## src/rtl/mdio_pkg.sv

```systemverilog
// MDIO management-frame definitions shared by the controller,
// its clock generator and the interface.
package mdio_pkg;

    localparam int FRAME_BITS = 32;
    localparam int RD_SPLIT   = 16;
    localparam int PRE_BITS   = 32;

    localparam logic [1:0] ST       = 2'b01;
    localparam logic [1:0] OP_WRITE = 2'b01;
    localparam logic [1:0] OP_READ  = 2'b10;

    localparam int ST_HI  = 31;
    localparam int ST_LO  = 30;
    localparam int OP_HI  = 29;
    localparam int OP_LO  = 28;
    localparam int PHY_HI = 27;
    localparam int PHY_LO = 23;
    localparam int REG_HI = 22;
    localparam int REG_LO = 18;
    localparam int TA_HI  = 17;
    localparam int TA_LO  = 16;
    localparam int DAT_HI = 15;
    localparam int DAT_LO = 0;

    typedef enum logic [2:0] {
        S_IDLE,
        S_PREAMBLE,
        S_SEND,
        S_RD_CAPTURE,
        S_DONE
    } state_t;

    function automatic logic is_read_op(input logic [FRAME_BITS-1:0] frame);
        return frame[OP_HI:OP_LO] == OP_READ;
    endfunction

endpackage

```

## src/rtl/mdio_if.sv

```systemverilog
// Request, serial-line and status signals of one MDIO station.
// The controller is the master; the PHY side / requester is the slave.
interface mdio_if;
    import mdio_pkg::*;

    logic [FRAME_BITS-1:0] T_DATA;
    logic                  T_VALID;
    logic                  MDIO_IN;
    logic                  MDC;
    logic                  MDIO_OUT;
    logic                  MDIO_OE;
    logic [15:0]           RD_DATA;
    logic                  DATA_RDY;
    logic                  BUSY;

    modport master (
        input  T_DATA, T_VALID, MDIO_IN,
        output MDC, MDIO_OUT, MDIO_OE, RD_DATA, DATA_RDY, BUSY
    );

    modport slave (
        output T_DATA, T_VALID, MDIO_IN,
        input  MDC, MDIO_OUT, MDIO_OE, RD_DATA, DATA_RDY, BUSY
    );

endinterface

```

## src/rtl/mdio_mdc_gen.sv

```systemverilog
// MDC divider: toggles MDC every CLK_DIV clk while enabled and
// flags the clk on which MDC rises or falls.
module mdc_gen #(
    parameter int CLK_DIV = 2
) (
    input  logic clk,
    input  logic reset,
    input  logic en,
    output logic mdc,
    output logic mdc_rise,
    output logic mdc_fall
);

    localparam int            CW   = (CLK_DIV > 1) ? $clog2(CLK_DIV) : 1;
    localparam logic [CW-1:0] LAST = CW'(CLK_DIV - 1);

    logic [CW-1:0] cnt_q, cnt_d;
    logic          mdc_q, mdc_d;
    logic          tick;

    // Count half-periods; an idle divider is held cleared with MDC low.
    always_comb begin
        tick  = en && (cnt_q == LAST);
        cnt_d = cnt_q + CW'(1);
        mdc_d = mdc_q;
        if (!en) begin
            cnt_d = '0;
            mdc_d = 1'b0;
        end else if (tick) begin
            cnt_d = '0;
            mdc_d = ~mdc_q;
        end
    end

    // Divider state register.
    always_ff @(posedge clk or posedge reset) begin
        if (reset) begin
            cnt_q <= '0;
            mdc_q <= 1'b0;
        end else begin
            cnt_q <= cnt_d;
            mdc_q <= mdc_d;
        end
    end

    assign mdc      = mdc_q;
    assign mdc_rise = tick && !mdc_q;
    assign mdc_fall = tick &&  mdc_q;

endmodule

```

## src/rtl/mdio_controller.sv

```systemverilog
// MDIO station-management initiator: serialises one 32-bit frame per
// request and, for reads, turns the line around and captures 16 bits.
module mdio_controller
    import mdio_pkg::*;
#(
    parameter int CLK_DIV = 2,
    parameter bit PRE_EN  = 1'b0
) (
    input  logic  clk,
    input  logic  reset,
    mdio_if.master bus
);

    localparam logic [4:0] LAST_PRE  = 5'(PRE_BITS - 1);
    localparam logic [4:0] LAST_BIT  = 5'(FRAME_BITS - 1);
    localparam logic [4:0] SPLIT_BIT = 5'(RD_SPLIT - 1);
    localparam logic [4:0] CAP_LAST  = 5'(FRAME_BITS - RD_SPLIT - 1);

    state_t                state_q, state_d;
    logic [FRAME_BITS-1:0] tx_shift_q, tx_shift_d;
    logic [15:0]           rx_shift_q, rx_shift_d;
    logic [4:0]            bit_cnt_q, bit_cnt_d;
    logic                  is_rd_q, is_rd_d;
    logic                  out_q, out_d;
    logic                  oe_q, oe_d;
    logic [15:0]           rd_data_q, rd_data_d;
    logic                  rdy_q, rdy_d;

    logic run;
    logic mdc;
    logic mdc_rise;
    logic mdc_fall;

    assign run = (state_q == S_PREAMBLE) ||
                 (state_q == S_SEND) ||
                 (state_q == S_RD_CAPTURE);

    mdc_gen #(
        .CLK_DIV (CLK_DIV)
    ) u_mdc_gen (
        .clk      (clk),
        .reset    (reset),
        .en       (run),
        .mdc      (mdc),
        .mdc_rise (mdc_rise),
        .mdc_fall (mdc_fall)
    );

    // Frame sequencer: line changes happen on MDC falls, capture on rises.
    always_comb begin
        state_d    = state_q;
        tx_shift_d = tx_shift_q;
        rx_shift_d = rx_shift_q;
        bit_cnt_d  = bit_cnt_q;
        is_rd_d    = is_rd_q;
        out_d      = out_q;
        oe_d       = oe_q;
        rd_data_d  = rd_data_q;
        rdy_d      = 1'b0;
        unique case (state_q)
            S_IDLE: begin
                if (bus.T_VALID) begin
                    state_d    = PRE_EN ? S_PREAMBLE : S_SEND;
                    tx_shift_d = bus.T_DATA;
                    rx_shift_d = '0;
                    bit_cnt_d  = '0;
                    is_rd_d    = is_read_op(bus.T_DATA);
                    out_d      = PRE_EN ? 1'b1 : bus.T_DATA[FRAME_BITS-1];
                    oe_d       = 1'b1;
                end
            end
            S_PREAMBLE: begin
                if (mdc_fall) begin
                    if (bit_cnt_q == LAST_PRE) begin
                        state_d   = S_SEND;
                        bit_cnt_d = '0;
                        out_d     = tx_shift_q[FRAME_BITS-1];
                    end else begin
                        bit_cnt_d = bit_cnt_q + 5'd1;
                    end
                end
            end
            S_SEND: begin
                if (mdc_fall) begin
                    if (is_rd_q && (bit_cnt_q == SPLIT_BIT)) begin
                        state_d   = S_RD_CAPTURE;
                        bit_cnt_d = '0;
                        out_d     = 1'b0;
                        oe_d      = 1'b0;
                    end else if (bit_cnt_q == LAST_BIT) begin
                        state_d = S_DONE;
                        out_d   = 1'b0;
                        oe_d    = 1'b0;
                    end else begin
                        bit_cnt_d  = bit_cnt_q + 5'd1;
                        tx_shift_d = {tx_shift_q[FRAME_BITS-2:0], 1'b0};
                        out_d      = tx_shift_q[FRAME_BITS-2];
                    end
                end
            end
            S_RD_CAPTURE: begin
                if (mdc_rise) begin
                    rx_shift_d = {rx_shift_q[14:0], bus.MDIO_IN};
                end
                if (mdc_fall) begin
                    if (bit_cnt_q == CAP_LAST) begin
                        state_d   = S_DONE;
                        rd_data_d = rx_shift_q;
                        rdy_d     = 1'b1;
                    end else begin
                        bit_cnt_d = bit_cnt_q + 5'd1;
                    end
                end
            end
            S_DONE: begin
                state_d = S_IDLE;
            end
            default: begin
                state_d = S_IDLE;
            end
        endcase
    end

    // Sequencer and output registers; reset aborts any frame at once.
    always_ff @(posedge clk or posedge reset) begin
        if (reset) begin
            state_q    <= S_IDLE;
            tx_shift_q <= '0;
            rx_shift_q <= '0;
            bit_cnt_q  <= '0;
            is_rd_q    <= 1'b0;
            out_q      <= 1'b0;
            oe_q       <= 1'b0;
            rd_data_q  <= '0;
            rdy_q      <= 1'b0;
        end else begin
            state_q    <= state_d;
            tx_shift_q <= tx_shift_d;
            rx_shift_q <= rx_shift_d;
            bit_cnt_q  <= bit_cnt_d;
            is_rd_q    <= is_rd_d;
            out_q      <= out_d;
            oe_q       <= oe_d;
            rd_data_q  <= rd_data_d;
            rdy_q      <= rdy_d;
        end
    end

    assign bus.MDC      = mdc;
    assign bus.MDIO_OUT = out_q;
    assign bus.MDIO_OE  = oe_q;
    assign bus.RD_DATA  = rd_data_q;
    assign bus.DATA_RDY = rdy_q;
    assign bus.BUSY     = (state_q != S_IDLE);

endmodule

```

## src/flat_wrapper.sv

```systemverilog
// flat-port wrapper written by rule: the top's interface ports become plain ports
module mdio_controller_flat import mdio_pkg::*;
#(
    parameter int CLK_DIV = 2,
    parameter bit PRE_EN  = 1'b0
)
  (clk, reset, bus_T_DATA, bus_T_VALID, bus_MDIO_IN, bus_MDC, bus_MDIO_OUT, bus_MDIO_OE, bus_RD_DATA, bus_DATA_RDY, bus_BUSY);
  mdio_if bus_i ();
  input  logic clk;
  input  logic reset;
  input wire logic [$bits(bus_i.T_DATA)-1:0] bus_T_DATA;
  input wire logic [$bits(bus_i.T_VALID)-1:0] bus_T_VALID;
  input wire logic [$bits(bus_i.MDIO_IN)-1:0] bus_MDIO_IN;
  output wire logic [$bits(bus_i.MDC)-1:0] bus_MDC;
  output wire logic [$bits(bus_i.MDIO_OUT)-1:0] bus_MDIO_OUT;
  output wire logic [$bits(bus_i.MDIO_OE)-1:0] bus_MDIO_OE;
  output wire logic [$bits(bus_i.RD_DATA)-1:0] bus_RD_DATA;
  output wire logic [$bits(bus_i.DATA_RDY)-1:0] bus_DATA_RDY;
  output wire logic [$bits(bus_i.BUSY)-1:0] bus_BUSY;
  assign bus_i.T_DATA = bus_T_DATA;
  assign bus_i.T_VALID = bus_T_VALID;
  assign bus_i.MDIO_IN = bus_MDIO_IN;
  assign bus_MDC = bus_i.MDC;
  assign bus_MDIO_OUT = bus_i.MDIO_OUT;
  assign bus_MDIO_OE = bus_i.MDIO_OE;
  assign bus_RD_DATA = bus_i.RD_DATA;
  assign bus_DATA_RDY = bus_i.DATA_RDY;
  assign bus_BUSY = bus_i.BUSY;
  mdio_controller #(.CLK_DIV(CLK_DIV), .PRE_EN(PRE_EN)) u_core (.clk(clk), .reset(reset), .bus(bus_i));
endmodule
```

## config.mk

```make
export PLATFORM = sky130hd
export DESIGN_NAME = mdio_controller_flat
export DESIGN_NICKNAME = d
export VERILOG_FILES = /design/src/rtl/mdio_pkg.sv /design/src/rtl/mdio_if.sv /design/src/rtl/mdio_mdc_gen.sv /design/src/rtl/mdio_controller.sv /design/src/flat_wrapper.sv
export SDC_FILE = /design/constraint.sdc
export NUM_CORES = 1
export LEC_CHECK = 0
export CAP_MARGIN = 30
export CORE_ASPECT_RATIO = 0.75
export CORE_MARGIN = 3
export CORE_UTILIZATION = 54
export CTS_CLUSTER_DIAMETER = 40
export CTS_CLUSTER_SIZE = 25
export DETAILED_ROUTE_END_ITERATION = 7
export PLACE_DENSITY = 0.8
export SYNTH_ARGS = -nofsm -noshare
export SYNTH_HDL_FRONTEND = slang
export SYNTH_SLANG_ARGS = --single-unit
```

## constraint.sdc

```tcl
create_clock -name clk -period 3.6 [get_ports clk]
set_clock_uncertainty 0.15 [all_clocks]
set_input_delay 0.72 -clock clk [delete_from_list [all_inputs] [get_ports clk]]
set_output_delay 0.72 -clock clk [all_outputs]
set_load 0.005 [all_outputs]
```

==> results.yml, run 1 <==
route:
  wl_met1_mm: 3.47
  dr.pass1.iters: 4
  wl_mm: 7.13
  routed.top_layer: "met4"
  ant_nets: 0
  via_per_inst: 5.44
  routedWlPerCell_um: 14.9
  dr_wl_met2_mm: 3.21
  vias: 2599
  routed-wl-met3_um: 326
  drt_iter0_markers: 130
  drc: 0
final_layout:
  fillers: 490
  area_growth_pct: 21.0
  antenna_cells: 0
  fin_cells: 478
  fin_nets: 431
  fin_area_sq_mm: 0.00443
  drive_gt1_share_pct: 11.3
timing:
  layout_setup_ws_ns: 0.764
  fmax_mhz: 353
  worst-slew-pin-transition_ns: 0.791
  setup_viol: 0
  rsz0062_at_grt: "no"
  hold_viol_final: 0
  fin_tns_setup_ns: 0
  post-route-min-period_ns: 2.84
  slew_headroom_pct: 47.3
  timing.final.crit_share_pct: 78.8
  slew_viol_final: 0
yosys:
  yosysSeqAreaShare_pct: 53.4
  synth_nets: 380
  synth_cells: 341
  mappedNetlistArea_sq_mm: 0.00366
  async_reset_ff_share_pct: 100
  synth_top_area_cell: "dfrtp_1"
  synthFlopType: "dfrtp_1"
  synth-edff-count: 0
  synth_warnings: 0
  synth.avg_cell_area_sq_um: 10.7
  synthTopCellsByArea: "dfrtp_1 (53%), mux2i_1 (9.0%), a21oi_1 (4.5%)"
  ys_seq_elements: 78
  synth_top_area_share_pct: 53.4
  yosysUniqueCellTypes: 48
clock_tree:
  cts.sinks: 78
  cts_buffer_depth: 2
  cts_tree: "yes"
  htreeDepth: 3
  post_cts_buffers: 0
  cts_hold_buf: 0
  cts-root-buf: "clkbuf_8"
  ctsResizeCount: 0
  clk_latency_ns: 0.35
  clk_pin_slew_ns: 0.08
  numCtsBuffers: 9
worst_setup_path:
  crit_type: "register to primary output"
  cp_top_family: "flip-flops"
  startpoint_type: "register"
  cp-end-kind: "primary output"
  reg2reg_to: "u_core.tx_shift_q[5]$_DFFE_PP0P_"
  max_stage_delay_ns: 0.63
  r2r_cells: 8
  path_cells: "nor3_1, inv_1, clkdlybuf4s50_1"
  crit_buf_inv: 2
  path_max_fanout: 23
  rrSetupSlack_ns: 1.01
  rr_startpoint: "u_core.bit_cnt_q[0]$_DFFE_PP0P_"
  cp_data_required_time_ns: 2.73
  cp.arrival_ns: 1.97
  critPathSlowestCell: "dfrtp_1"
placed_design:
  place_congestion: 0.814
  portBuffers: 56
  place_inst: 462
  place_ws_ns: 0.841
  placed_cell_area_sq_mm: 0.00423
  dp_hpwl_mm: 4.81
worst_hold_path:
  hold_path_class: "register to register"
  whs_path_depth: 1
  hold_start: "u_core.bus.RD_DATA[9]$_DFFE_PP0P_"
  hold_end: "u_core.bus.RD_DATA[9]$_DFFE_PP0P_"
floorplanning:
  start_util_pct: 56.7
  chipWidth_um: 101
  die-area_sq_mm: 0.00780
  io_pins: 57
  fp.coreArea_sq_mm: 0.00644
  fp.dieH_um: 77.3
  rows: 25
power:
  p_leak_nw: 1.95
  p_per_area_mw_per_mm2: 696
  ir_drop_uv: 351
grt:
  grt_max_degree: 64
  grtUsageTotal_pct: 19.6
  antenna_found_initial: 0
  grt_pass1_wl_mm: 12.0
  grt_pass1_vias: 2514
  gr-total-overflow: 0
status:
  status: "finished, final reports clean"
job:
  maxCapViolations: 0
[cell type report]
type,count,area [sq um],share of cell area [%]
timing repair buffer,62,606,13.7
tap,81,101,2.29
clock buffer,11,131,2.97
clock inverter,5,60.1,1.36
sequential,78,1950,44.1
multi-input combinational,234,1550,35.0
inverter,7,26.3,0.594
[state kept, by name, summed over array words and instances (netlist names)]
register / flops
u_core.tx_shift_q: 32
u_core.bus.RD_DATA: 16
u_core.rx_shift_q: 16
u_core.bit_cnt_q: 5
u_core.state_q: 3
u_core.bus.DATA_RDY: 1
u_core.bus.MDIO_OE: 1
u_core.bus.MDIO_OUT: 1
u_core.is_rd_q: 1
u_core.u_mdc_gen.cnt_q: 1
u_core.u_mdc_gen.mdc: 1
[layout by cell type, fill, tap and decap left out, types with 3 or more instances in the layout]
master,count
mux2_4,9
clkbuf_8,9
and3_1,3
buf_4,6
clkdlybuf4s50_1,56
ha_1,3
mux2_2,7
mux2i_1,33
a21oi_1,33
nand2b_1,6
nor2_1,35
nand3_1,4
dfrtp_1,78
o211ai_1,3
nor3_1,4
nand2_1,39
inv_1,5
o21ai_0,19
and2_1,3
[layer usage]
layer  up-vias  GRT usage [%]
met4         0           6.37
met1      1258           28.2
met2        45           28.3
met3        12           5.82
met5         -              0
li1       1284              -
[cell families (layout without fill, tap and decap cells)]
logic type | after synthesis | count (layout) | synth area share [%]
flops | 78 | 78 | 53.4
xor+xnor | 1 | 1 | 0.240
fa+ha+maj | 3 | 3 | 1.03
simple gates | 106 | 106 | 13.6
buf+inv | 29 | 85 | 4.24
mux | 50 | 50 | 15.2
compound gates | 74 | 74 | 12.4
[synth_stat cells (4+ instances only)]
master	number
nand3_1	4
nand2b_1	6
mux2_4	9
nor2_1	35
nor3_1	4
nand2_1	39
a21oi_1	33
mux2i_1	33
dfrtp_1	78
mux2_2	7
buf_2	7
inv_1	6
o21ai_0	19
buf_4	4
clkbuf_1	8
[report_power, final]
group          leakage (nW)  switching [mW]  internal [mW]
sequential            0.974           0.217           1.13
clock                0.0935           0.316          0.322
combinational         0.880           0.591          0.507
total                  1.95            1.12           1.95
[through the flow]
stage,hold WS (ns),total power [mW],util (%)
2_1_floorplan,0.300,2.21,-
4_1_cts,0.361,3.09,68.7
5_1_grt,0.381,3.29,68.7
3_3_place_gp,0.327,2.40,65.7
3_5_place_dp,0.334,2.45,65.7
6_report,0.357,3.08,68.7
[worst max-delay path by stage]
stage | from | endpoint | slack [ns] | depth (start not counted)
floorplan | reset | u_core.bit_cnt_q[0]$_DFFE_PP0P_ | 0.73 | 1
global placement | bus_T_VALID | u_core.bit_cnt_q[4]$_DFFE_PP0P_ | 0.89 | 5
detailed placement | bus_T_VALID | u_core.bit_cnt_q[4]$_DFFE_PP0P_ | 0.84 | 5
CTS | u_core.state_q[1]$_DFFE_PP0P_ | bus_BUSY | 0.75 | 3
global route | u_core.state_q[1]$_DFFE_PP0P_ | bus_BUSY | 0.66 | 3
finish | u_core.state_q[1]$_DFFE_PP0P_ | bus_BUSY | 0.76 | 3
(Power assumes the default switching activity.)
==> run 2: changes to the inputs <==
--- a/config.mk
+++ b/config.mk
@@ -8,11 +8,11 @@
 export CAP_MARGIN = 30
 export CORE_ASPECT_RATIO = 0.75
 export CORE_MARGIN = 3
-export CORE_UTILIZATION = 54
+export CORE_UTILIZATION = 48
 export CTS_CLUSTER_DIAMETER = 40
 export CTS_CLUSTER_SIZE = 25
 export DETAILED_ROUTE_END_ITERATION = 7
-export PLACE_DENSITY = 0.8
+export PLACE_DENSITY = 0.75
 export SYNTH_ARGS = -nofsm -noshare
 export SYNTH_HDL_FRONTEND = slang
 export SYNTH_SLANG_ARGS = --single-unit
==> constraint.sdc (replaced) <==
create_clock -name clk -period 2.6 [get_ports clk]
set_clock_uncertainty 0.15 [all_clocks]
set_input_delay 0.52 -clock clk [delete_from_list [all_inputs] [get_ports clk]]
set_output_delay 0.52 -clock clk [all_outputs]
set_load 0.005 [all_outputs]
==> run 2 against run 1 <==
Effect of this change: worst hold slack worse by 0.0036 ns; sequential cell count stayed put; sequential share of layout area is 1.0 points lower; global-route usage is 1.4 points lower; final cell count is 4.6% higher; core utilization is 4.8 points lower; combinational power is 52% higher; non-clock buffer count is 5 higher; count of clock-buffer cells in the layout is 1 lower; final area is 2.3% higher; die area is 12% higher; register-to-register slack worse by 0.80 ns; critical path type is now register to register; critical endpoint is now u_core.tx_shift_q[13]$_DFFE_PP0P_.
==> results.yml, run 2 (synthesis results as in run 1) <==
status:
  status: "finished, final reports clean"
floorplanning:
  rows: 26
  chipWidth_um: 107
  start_util_pct: 51.6
  io_pins: 57
  fp.coreArea_sq_mm: 0.00709
  fp.dieH_um: 81.6
  die-area_sq_mm: 0.00871
power:
  p_leak_nw: 1.98
  p_per_area_mw_per_mm2: 963
  seq_power_share_pct: 41.5
  ir_drop_uv: 499
  p_sw_mw: 1.58
  clock_power_share_pct: 20.1
  p_int_mw: 2.78
  power.share.switching_pct: 36.3
  p_comb_share_pct: 38.4
route:
  routedWlPerCell_um: 14.4
  wl_mm: 7.21
  drt_iter0_markers: 61
  via_per_inst: 5.22
  vias: 2609
  dr.pass1.iters: 4
  drc: 0
  ant_nets: 0
timing:
  fin_tns_setup_ns: 0
  rsz0062_at_grt: "no"
  timing.final.crit_share_pct: 92.1
  slew_headroom_pct: 62.3
  setup_viol: 0
  hold_viol_final: 0
  fmax_mhz: 418
  hold_ws_ns: 0.353
  slew_viol_final: 0
  worst-slew-pin-transition_ns: 0.564
  post-route-min-period_ns: 2.39
final_layout:
  fin_nets: 436
  area_growth_pct: 23.9
  fillers: 594
  drive_gt1_share_pct: 12.9
  regMostFlops: "u_core.tx_shift_q"
  mostFrequentLayoutCells: "dfrtp_1 (78), clkdlybuf4s50_1 (56), nand2_1 (39)"
  largest_reg_flops: 32
  antenna_cells: 0
  final_common_cell: "dfrtp_1"
worst_setup_path:
  critPathSlowestCell: "dfrtp_1"
  r2r_cells: 8
  path_max_fanout: 63
  cp-end-kind: "register"
  max_stage_delay_ns: 0.42
  startpoint_type: "register"
  crit_top_cell: "ha_1"
  path_cells: "ha_1, and3_1, ha_1, a21o_1, a221oi_4, buf_12, nor2_1, a21oi_1"
  crit_type: "register to register"
  cp.arrival_ns: 2.51
  startpoint: "u_core.bit_cnt_q[0]$_DFFE_PP0P_"
  cp_data_required_time_ns: 2.72
  rr_startpoint: "u_core.bit_cnt_q[0]$_DFFE_PP0P_"
clock_tree:
  cts_buffer_depth: 2
  clk_pin_slew_ns: 0.08
  cts_hold_buf: 0
  cts-root-buf: "clkbuf_8"
  clk_latency_ns: 0.35
  cts.sinks: 78
  numCtsBuffers: 9
  cts_tree: "yes"
  htreeDepth: 3
placed_design:
  dp_hpwl_mm: 5.06
  portBuffers: 56
  place_congestion: 0.811
grt:
  gr-total-overflow: 0
  grt_pass1_wl_mm: 12.4
  grtUsageTotal_pct: 18.1
  grt_pass1_vias: 2609
  antenna_found_initial: 0
  grt_max_degree: 64
worst_hold_path:
  hold_start: "u_core.rx_shift_q[5]$_DFFE_PP0P_"
  hold_path_class: "register to register"
  whs_path_depth: 2
job:
  maxCapViolations: 0
-- run 2: changes by cell type in the layout (fill, tap and decap cells not counted), sizes merged --
cell / previous run / this run
clkbuf: 11 / 10
clkinvlp: 1 / 2
buf: 6 / 11
-- run 2: critical path, delay by kind of cell (launching register included) --
family	cells	cell delay, ns
compound gates	3	0.63
fa+ha+maj	2	0.51
flops	1	0.42
simple gates	2	0.29
buf+inv	1	0.28
-- run 2: layout make-up --
type                    instances  area (sq um)  area share, %
well taps                      98           123           2.71
repair buffers                 67           681           15.0
flip-flops and latches         78          1950           43.1
multi-input cells             234          1550           34.3
clock buffers                  10           128           2.82
inverters                       7          30.0          0.663
clock inverters                 6          61.3           1.35
-- run 2: worst paths after layout --
check	end	slack, ns
setup / recovery	u_core.tx_shift_q[13]$_DFFE_PP0P_	0.21
hold / removal	u_core.rx_shift_q[5]$_DFFE_PP0P_	0.35
setup reg to reg	u_core.tx_shift_q[13]$_DFFE_PP0P_	0.21
hold reg to reg	u_core.rx_shift_q[5]$_DFFE_PP0P_	0.35
max in group asynchronous	u_core.tx_shift_q[4]$_DFFE_PP0P_	1.35
min in group asynchronous	u_core.rx_shift_q[7]$_DFFE_PP0P_	0.42
-- run 2: metrics by stage --
stage	worst slack [ns]	util [%]	area [sq um]	instances	total power, mW
floorplan	0.362	-	3660	341	3.06
CTS	0.122	63.8	4520	500	4.39
global placement	0.162	61.1	4330	484	3.42
global route	0.0578	63.8	4530	500	4.69
finish	0.205	63.8	4530	500	4.36
detailed placement	0.111	61.1	4330	484	3.50
-- run 2: timing repair --
item | CTS | global route
endpoints found under the setup margin | 0 | 1
resized for setup | 0 | 1
buffers inserted | 0 | 0
-- run 2: power by group through the flow --
stage          Clock, mW  Combinational (mW)  Sequential, mW
3_3_place_gp           0                1.61            1.81
5_1_grt            0.957                1.87            1.87
4_1_cts            0.902                1.68            1.81
3_5_place_dp           0                1.67            1.83
6_report           0.875                1.67            1.81
2_1_floorplan          0                1.32            1.74
-- run 2: per-layer routing --
layer / vias to the layer above / share of wire, % / GRT usage, %
met1: 1255 / 48 / 24.2
met4: 0 / 1.4 / 6.13
met5: - / 0 / 0
met3: 12 / 3.7 / 4.95
met2: 46 / 47 / 29.0
li1: 1296 / - / -
==> run 3: changes to the inputs <==
--- a/config.mk
+++ b/config.mk
@@ -8,11 +8,12 @@
 export CAP_MARGIN = 30
 export CORE_ASPECT_RATIO = 0.75
 export CORE_MARGIN = 3
-export CORE_UTILIZATION = 48
+export CORE_UTILIZATION = 49
 export CTS_CLUSTER_DIAMETER = 40
 export CTS_CLUSTER_SIZE = 25
 export DETAILED_ROUTE_END_ITERATION = 7
-export PLACE_DENSITY = 0.75
+export PLACE_DENSITY = 0.76
 export SYNTH_ARGS = -nofsm -noshare
 export SYNTH_HDL_FRONTEND = slang
+export SYNTH_HIERARCHICAL = 1
 export SYNTH_SLANG_ARGS = --single-unit
==> run 3 against run 2 <==
Effect of this change: global-route usage decreased by 0.30 points; first-iteration DRC count grew to 3.0 times the previous value; maximum frequency is 4.5% lower; final cell count decreased by 1.2%; combinational power increased by 84%; core utilization rose by 1.1 points; sequential cell count unchanged; worst hold slack worse by 0.11 ns; sequential power up 4%; via count increased by 2.7%; total power is 37% higher; critical path type is now register to primary output; largest power group is now combinational cells.
==> results.yml, run 3 <==
final_layout:
  final_common_cell: "dfrtp_1"
  area_growth_pct: 24.5
  antenna_cells: 0
  mostFrequentLayoutCells: "dfrtp_1 (77), clkdlybuf4s50_1 (56), mux2_2 (51)"
  multiInputGateArea_sq_mm: 0.00187
  largest_reg_flops: 32
  regMostFlops: "u_core/tx_shift_q"
  fillers: 605
  fin_nets: 429
  fin_area_sq_mm: 0.00491
  regArea_sq_mm: 0.00195
  drive_gt1_share_pct: 30.5
timing:
  slew_headroom_pct: 70.5
  fin_tns_setup_ns: 0
  hold_viol_final: 0
  rsz0062_at_grt: "no"
  slew_viol_final: 0
  post-route-min-period_ns: 2.51
  timing.final.crit_share_pct: 96.4
  setup_viol: 0
  worst-slew-pin-transition_ns: 0.440
  fmax_mhz: 399
power:
  ir_drop_uv: 693
  p_per_area_mw_per_mm2: 1210
  p_leak_nw: 2.25
worst_setup_path:
  max_stage_delay_ns: 0.47
  crit_type: "register to primary output"
  cp_top_family: "buffers and inverters"
  startpoint_type: "register"
  reg2reg_to: "u_core/tx_shift_q[13]$_DFFE_PP0P_"
  crit_buf_inv: 2
  path_max_fanout: 21
  cp_data_required_time_ns: 1.93
  path_cells: "buf_6, or3_1, clkdlybuf4s50_1"
  rrSetupSlack_ns: 0.14
  rr_startpoint: "u_core/bit_cnt_q[0]$_DFFE_PP0P_"
  critPathSlowestCell: "dfrtp_2"
  cp.arrival_ns: 1.84
  r2r_cells: 8
  cp-end-kind: "primary output"
job:
  maxCapViolations: 0
route:
  wl_mm: 7.66
  dr.pass1.iters: 4
  via_per_inst: 5.42
  vias: 2679
  routedWlPerCell_um: 15.5
  ant_nets: 0
  drt_iter0_markers: 180
  drc: 0
yosys:
  synthTopCellsByArea: "dfrtp_1 (49%), mux2_2 (15%), mux2_4 (11%)"
  async_reset_ff_share_pct: 100
  mappedNetlistArea_sq_mm: 0.00395
  netlist_top_cells_count: "dfrtp_1 (78), mux2_2 (51), nand2_1 (37)"
  synth.avg_cell_area_sq_um: 12.1
  synth-edff-count: 0
  synth_top_area_cell: "dfrtp_1"
  yosysSeqAreaShare_pct: 49.4
  synthFlopType: "dfrtp_1"
  post-synth-top-count-cell: "dfrtp_1"
  yosysUniqueCellTypes: 51
  synth_cells: 326
  synth_nets: 367
  synth_top_area_share_pct: 49.4
  ys_seq_elements: 78
  synth_warnings: 6
floorplanning:
  fp.dieH_um: 83.7
  io_pins: 57
  fp.coreArea_sq_mm: 0.00757
  rows: 27
  chipWidth_um: 110
  die-area_sq_mm: 0.00918
  start_util_pct: 52.2
grt:
  grt_max_degree: 77
  grt_pass1_wl_mm: 13.0
  gr-total-overflow: 0
  antenna_found_initial: 0
  grtUsageTotal_pct: 17.8
  grt_pass1_vias: 2637
clock_tree:
  cts.sinks: 78
  clk_latency_ns: 0.36
  numCtsBuffers: 9
  cts_tree: "yes"
  cts_buffer_depth: 2
  clk_pin_slew_ns: 0.08
  htreeDepth: 3
  cts-root-buf: "clkbuf_8"
  cts_hold_buf: 0
placed_design:
  placed_cell_area_sq_mm: 0.00464
  place_congestion: 0.812
  portBuffers: 56
  dp_hpwl_mm: 5.14
worst_hold_path:
  hold_path_class: "input pin to async pin"
status:
  status: "finished, final reports clean"
==> run 3: cell count changes after synthesis, sizes merged, moves of 3 or more <==
cell,before,now
nand3,5,11
mux2i,33,2
nor2,35,7
o21ai,21,17
buf,14,11
a21oi,34,10
mux2,17,80
nor2b,1,4
==> run 3: timing repair <==
action,4_1_cts,5_1_grt
endpoints found under the setup margin,0,19
buffers inserted,0,1
hold endpoints to repair,0,0
gates resized for setup,0,3
==> run 3: stage by stage <==
| step | utilization (%) | cells | setup WS, ns | total power, mW | hold slack (ns) |
|---|---|---|---|---|---|
| CTS | 64.3 | 492 | 0.0133 | 5.85 | 0.230 |
| finish | 64.9 | 494 | 0.0930 | 5.95 | 0.246 |
| detailed placement | 61.4 | 476 | 0.0747 | 4.82 | 0.330 |
| global route | 64.9 | 494 | 0.00960 | 6.36 | 0.249 |
| global placement | 61.4 | 476 | 0.154 | 4.70 | 0.320 |
| floorplan | - | 326 | 0.0194 | 4.25 | 0.111 |
==> run 3: kinds of logic after synthesis <==
logic type,after synthesis,synth area share [%]
AND/OR/NAND/NOR,88,11.7
multiplexers,82,26.1
flip-flops,78,49.4
AO/OA/AOI/OAI,46,7.58
buffers and inverters,26,3.39
adder cells (fa/ha/maj),5,1.58
XOR/XNOR,1,0.222
==> run 3: metal layers <==
layer  part of all wire, %  up-vias  track usage, %
met5                     0        -               0
met1                    46     1323            24.8
met3                   6.5        4            6.57
li1                      -     1278               -
met2                    47       74            26.8
met4                  0.47        0            3.62
==> run 3: layout make-up <==
type	count	share of cell area [%]
timing repair buffer	69	14.3
inverter	8	0.688
tap	101	2.57
multi-input combinational	222	38.1
clock inverter	7	1.99
sequential	78	39.8
clock buffer	9	2.52
==> run 3: worst max path at each step <==
stage / startpoint / endpoint / slack, ns / cells after the start
final: u_core/state_q[1]$_DFFE_PP0P_ / bus_BUSY / 0.09 / 3
after CTS: u_core/state_q[1]$_DFFE_PP0P_ / bus_BUSY / 0.01 / 3
after global routing: u_core/bit_cnt_q[0]$_DFFE_PP0P_ / u_core/tx_shift_q[13]$_DFFE_PP0P_ / 0.01 / 8
after floorplan: u_core/state_q[1]$_DFFE_PP0P_ / u_core/bit_cnt_q[4]$_DFFE_PP0P_ / 0.02 / 9
after detailed placement: u_core/bit_cnt_q[0]$_DFFE_PP0P_ / u_core/bit_cnt_q[4]$_DFFE_PP0P_ / 0.07 / 7
after global placement: u_core/bit_cnt_q[0]$_DFFE_PP0P_ / u_core/bit_cnt_q[4]$_DFFE_PP0P_ / 0.15 / 7
==> run 3: power by group <==
part,internal (mW),switching [mW],total [mW]
Sequential,1.61,0.264,1.88
Clock,0.543,0.457,1.00
Combinational,1.78,1.30,3.08
